## config.mk

```make
export PLATFORM = sky130hd
export DESIGN_NAME = pipe_skid_seg
export DESIGN_NICKNAME = d
export VERILOG_FILES = /design/src/rtl/pipe_skid_seg.sv
export SDC_FILE = /design/constraint.sdc
export NUM_CORES = 1
export LEC_CHECK = 0
export CORE_MARGIN = 4
export CORE_UTILIZATION = 45
export DETAILED_ROUTE_END_ITERATION = 8
export PLACE_DENSITY_LB_ADDON = 0.15
export SLEW_MARGIN = 40
export SYNTH_ARGS = -nofsm -noshare
export SYNTH_HDL_FRONTEND = slang
export SYNTH_SLANG_ARGS = --single-unit
```

## constraint.sdc

```tcl
create_clock -name clk -period 1.9 [get_ports clk]
set_input_delay 0.38 -clock clk [delete_from_list [all_inputs] [get_ports clk]]
set_output_delay 0.38 -clock clk [all_outputs]
set_load 0.01 [all_outputs]
```

## src/rtl/pipe_skid_seg.sv

```systemverilog
// Pipeline segment register with valid/allowin handshake, flush, and an optional
// 2-entry skid buffer that keeps upstream allowin registered at full throughput.
module pipe_skid_seg #(
  parameter int DW         = 32,
  parameter int SKID       = 1,
  parameter int RESET_DATA = 1
) (
  input  logic          clk,
  input  logic          resetn,
  input  logic          flush,
  input  logic          in_valid,
  output logic          in_allowin,
  input  logic [DW-1:0] in_data,
  output logic          out_valid,
  input  logic          out_allowin,
  output logic [DW-1:0] out_data,
  output logic [1:0]    occupancy
);

  // Encoding doubles as the occupancy count
  typedef enum logic [1:0] {
    ST_EMPTY = 2'd0,
    ST_ONE   = 2'd1,
    ST_TWO   = 2'd2
  } state_t;

  state_t          r_state;
  state_t          w_state_next;
  logic            r_m_valid;
  logic [DW-1:0]   r_m_data;
  logic [DW-1:0]   w_s_data;
  logic            w_accept;
  logic            w_pop;
  logic            w_m_load_in;
  logic            w_m_load_s;
  logic            w_s_load;

  assign w_accept = in_valid && in_allowin;
  assign w_pop    = r_m_valid && out_allowin;

  always_ff @(posedge clk or negedge resetn) begin
    if (!resetn) begin
      r_state   <= ST_EMPTY;
      r_m_valid <= 1'b0;
    end else begin
      r_state   <= w_state_next;
      r_m_valid <= (w_state_next != ST_EMPTY);
    end
  end

  always_comb begin
    w_state_next = r_state;
    if (flush) begin
      w_state_next = ST_EMPTY;
    end else begin
      case (r_state)
        ST_EMPTY: if (w_accept) w_state_next = ST_ONE;
        ST_ONE: begin
          if (w_accept && !w_pop)
            w_state_next = (SKID != 0) ? ST_TWO : ST_ONE;
          else if (!w_accept && w_pop)
            w_state_next = ST_EMPTY;
        end
        ST_TWO:   if (w_pop) w_state_next = ST_ONE;
        default:  w_state_next = ST_EMPTY;
      endcase
    end
  end

  always_comb begin
    w_m_load_in = 1'b0;
    w_m_load_s  = 1'b0;
    w_s_load    = 1'b0;
    case (r_state)
      ST_EMPTY: w_m_load_in = w_accept;
      ST_ONE: begin
        w_m_load_in = w_accept && w_pop;
        w_s_load    = w_accept && !w_pop && (SKID != 0);
      end
      ST_TWO:   w_m_load_s = w_pop;
      default: begin
        w_m_load_in = 1'b0;
      end
    endcase
  end

  generate
    if (RESET_DATA != 0) begin : g_m_rst
      always_ff @(posedge clk or negedge resetn) begin
        if (!resetn)          r_m_data <= '0;
        else if (flush)       r_m_data <= '0;
        else if (w_m_load_in) r_m_data <= in_data;
        else if (w_m_load_s)  r_m_data <= w_s_data;
      end
    end else begin : g_m_hold
      always_ff @(posedge clk) begin
        if (!flush) begin
          if (w_m_load_in)     r_m_data <= in_data;
          else if (w_m_load_s) r_m_data <= w_s_data;
        end
      end
    end

    if (SKID != 0) begin : g_skid
      logic [DW-1:0] r_s_data;
      logic          r_allowin;

      if (RESET_DATA != 0) begin : g_s_rst
        always_ff @(posedge clk or negedge resetn) begin
          if (!resetn)       r_s_data <= '0;
          else if (flush)    r_s_data <= '0;
          else if (w_s_load) r_s_data <= in_data;
        end
      end else begin : g_s_hold
        always_ff @(posedge clk) begin
          if (!flush && w_s_load) r_s_data <= in_data;
        end
      end

      // Registered from the next state so upstream never sees out_allowin
      always_ff @(posedge clk or negedge resetn) begin
        if (!resetn) r_allowin <= 1'b1;
        else         r_allowin <= (w_state_next != ST_TWO);
      end

      assign w_s_data   = r_s_data;
      assign in_allowin = r_allowin;
    end else begin : g_noskid
      assign w_s_data   = '0;
      assign in_allowin = !r_m_valid || out_allowin;
    end
  endgenerate

  assign out_valid = r_m_valid;
  assign out_data  = r_m_data;
  assign occupancy = r_state;

endmodule

```

======== After elaboration in Yosys (flattened, before gate mapping) ========
Cells that the tools add are included.
operators by class
  equal/unequal tests ..................... 3
  mux-type cells .......................... 14
  reductions and logical operators ........ 11
operators by type and width
  cell                  number
  $mux W32              5
  $mux W2               5
  $pmux W2 S3           1
  $logic_and A1 B1 Y1   5
  $reduce_bool A2 Y1    2
  $reduce_bool A3 Y1    1
  $eq A2 B1 Y1 const B  1
  $eq A2 B2 Y1 const B  1
  $logic_not A1 Y1      2
  $logic_not A2 Y1      1
  $mux W1               2
  $ne A2 B2 Y1 const B  1
  $pmux W1 S2           1
storage, ports and cells
  bits in registers ....................... 68
  bits of input ports ..................... 37
  output and inout bits ................... 36
  logic and storage cells ................. 33

======== Logic depth before layout (Yosys ltp) ========
  depth in word-level cells ............... 8
  depth in mapped cells ................... 6
  mapped depth without buffers ............ 3

======== Worst setup path before layout ========
No wires, ideal clock.
  path type ............................... reg-to-reg
  start ................................... register r_state[1], in the netlist occupancy[1]
  end ..................................... register r_m_data[28], in the netlist out_data[28]
  data arrival time ....................... 1.268 ns
  data required time ...................... 1.763 ns
  slack ................................... 0.494 ns
  cell stages (with the launch flop) ...... 6
  path buffers ............................ 2
  period minus slack after synthesis ...... 1.406 ns
  cells stage by stage .................... dfrtp_1 > buf_6 > nand3b_2 > buf_2 > nor3_1 > a311oi_2
on the way
  word-level cells in the longest chain between the ends .. 4
  elaborated cells on any way between the ends .. 8
  those cells by class .................... eq/ne: 2; mux: 4; reduce/logical: 2
ends and longest elaborated chain
  element                                           line  source
  start: declaration                                27    state_t r_state;
  start signal: assignment                          46    r_state <= w_state_next;
  $eq A2 B1 Y1 or $logic_not A2 Y1 (tied branches)  74    case (r_state)
  $pmux W1 S2                                       74
  $mux W32                                          92    else if (w_m_load_in) r_m_data <= in_data;
  $mux W32                                          91    else if (flush) r_m_data <= '0;
  end signal: assignment                            92
  end signal: assignment                            93    else if (w_m_load_s) r_m_data <= w_s_data;
  end: declaration                                  30    logic [DW-1:0] r_m_data;
Several ways; a longest one is shown, not always the timed one.
A chain may end at the register's enable or synchronous reset.

======== Worst setup path after layout ========
  start ................................... register g_skid.r_allowin, in the netlist in_allowin
  end ..................................... output port in_allowin
RTL lines
  element                   line  source
  start: declaration        106   logic r_allowin;
  start signal: assignment  123   else r_allowin <= (w_state_next != ST_TWO);
  end: declaration          12    output logic in_allowin,
No word-level cell between the ends.

==> impl_metrics.ini <==
[global_route]
grt_start_max_net_pins = 69
grt_pass1_wl_um = 14300
first_global_vias = 2964
grt_overflow = 0
track_usage_pct = 20.8
antenna_found_initial = 0

[finish]
drive_gt1_share_pct = 9.44
nNetsFinal = 445
antennaDiodeCount = 0
multiInputGateArea_mm2 = 0.00132
syn_to_final_growth_pct = 32.7
fill_cells = 605
regArea_mm2 = 0.00170
fin_util_pct = 62.3
design_area_mm2 = 0.00428

[setup_path]
path_cells = clkdlybuf4s50_1
path_buf_inv = 1
critical_path_class = reg -> out
reg2reg_slack_ns = 0.35
cp.arrival_ns = 1.44
cp-end-kind = primary output
slowest_delay_ns = 0.57
reg2reg_depth = 3
start_kind = flop
timing.rr.end = out_data[10]$_DFFE_PN0P_
critical_path_required_ns = 1.52
r2r-start = in_allowin$_DFF_PN1_
critPathTopFamily = flip-flops
crit_fanout = 5
worst_path_max_delay_cell = dfstp_2

[timing]
rsz0062_at_grt = no
finalClockSkew_ns = 0.00481
whs_ns = 0.0515
slew_headroom_pct = 62.4
max_freq_mhz = 550
finalSetupViolations = 0
period_needed_ns = 1.82
worstMarginPinSlew_ns = 0.563
finalSetupTns_ns = 0
hold_viol_final = 0
slew_violations = 0
final.period_utilization_pct = 95.6

[placement]
dpl-instance-area_mm2 = 0.00407
portBuffers = 72
dpl.hpwl_um = 5210
place_congestion = 0.764

[die]
io_pins = 73
die_y_um = 92.7
rows = 30
die_w_um = 92.7
coreArea_mm2 = 0.00687
initial_core_util_pct = 47.0
die-area_mm2 = 0.00859

[synth]
synth_fp_nets = 386
yosys-top-cells-count = 67 x dfrtp_1, 67 x nand2_1, 34 x a21oi_1
syn_area_per_cell_um2 = 9.24
netlist_instances = 349
ys_seq_elements = 68
async_flop_share_pct = 100
yosysWarnings = 0
synth_edf_count = 0
synth_largest_area_cell = dfrtp_1
synth_ff_type = dfrtp_1
yosysTopAreaCellShare_pct = 52.0
yosysSeqAreaShare_pct = 52.8
syn_area_mm2 = 0.00323
ys_top_cells_by_area = dfrtp_1 52%, a311oi_1 8.1%, nand2_1 7.8%
ys_types = 26

[power]
vdd_drop_max_uv = 410
power.leakage_nw = 1.66
p_per_area_mw_per_mm2 = 908
p_total_mw = 3.89

[drt]
firstDrtPassIters = 4
drt_iter0_drc = 191
drc = 0
post_drt_wl_per_cell_um = 16.5
avgViaCountPerCell = 5.81
wl_um = 8400
ant_nets = 0
vias = 2957

[clocking]
cts_resized = 0
postCtsSetupRepairBufs = 0
clock_latency_ns = 0.33
cts_buffer_depth = 2
root_buffer = clkbuf_8
tritoncts = built
htree_levels = 3
clkTransAtPathRegs_ns = 0.07
numCtsBuffers = 9
clkSinkCount = 68
hold_buffers = 0

[flow_run]
cap_violations = 0

[run_status]
outcome = finished, final reports clean

[worst_hold_path]
hp-class = in -> async
-- power by group --
group	internal, mW	switching, mW
clock	0.769	0.524
combinational	0.442	0.485
sequential	1.58	0.0854
total	2.79	1.09
-- registers in the layout (all words and copies together), names as in the netlist --
| signal | flops |
|---|---|
| g_skid.r_s_data | 32 |
| out_data | 32 |
| occupancy | 2 |
| in_allowin | 1 |
| out_valid | 1 |
-- layout by cell type, fill, tap and decap left out --
master           instances
and4b_1                  1
xnor2_1                  1
o21ai_0                 32
nand3b_2                 1
a221oi_1                 1
a21oi_1                 34
nand4b_1                 1
buf_4                    7
clkinv_2                 3
buf_12                   8
nand3_1                 32
dfrtp_1                 67
nand2_4                  1
and3b_1                  1
a21boi_4                 1
clkbuf_1                 1
nand2_1                 67
a21o_1                   1
clkdlybuf4s50_1         70
o2bb2ai_1                1
a311oi_2                 2
buf_2                    2
a311oi_1                30
bufinv_16                2
nor2_1                   1
nand3b_1                 1
dfstp_2                  1
a21bo_2                  1
nor3_1                  32
clkbuf_8                10
-- through the flow --
stage,worst slack [ns],cells
after floorplan,0.494,349
after detailed placement,-0.0475,493
after global placement,0.0301,493
final,0.0829,509
after CTS,0.0579,509
after global routing,0.0353,509
-- area by class of cell --
type,count,area share (%)
Clock buffer,11,3.30
Clock inverter,5,1.75
Multi-Input combinational cell,242,30.8
Sequential cell,68,39.8
Tap cell,96,2.81
Timing Repair Buffer,87,21.6
-- layer usage --
metal	vias to the layer above	routed length (um)	GRT usage [%]
met2	116	4020	32.9
met3	10	542	3.57
met5	-	0	0
met1	1442	3720	27.8
li1	1389	-	-
met4	0	114	9.52
-- worst max-delay path by stage --
stage	start	end	slack (ns)	depth (start not counted)
after floorplan	occupancy[1]$_DFF_PN0_	out_data[28]$_DFFE_PN0P_	0.49	5
after global placement	out_allowin	out_data[15]$_DFFE_PN0P_	0.03	5
after detailed placement	out_allowin	out_data[10]$_DFFE_PN0P_	-0.05	5
after CTS	in_allowin$_DFF_PN1_	in_allowin	0.06	1
after global routing	in_allowin$_DFF_PN1_	in_allowin	0.04	1
final	in_allowin$_DFF_PN1_	in_allowin	0.08	1
-- kinds of logic after synthesis --
| kind of cell | Yosys count | share of synthesized area [%] |
|---|---|---|
| xor+xnor | 1 | 0.272 |
| simple gates | 138 | 19.6 |
| compound gates | 103 | 20.8 |
| buf+inv | 39 | 6.56 |
| flops | 68 | 52.8 |
(Power assumes the default switching activity.)
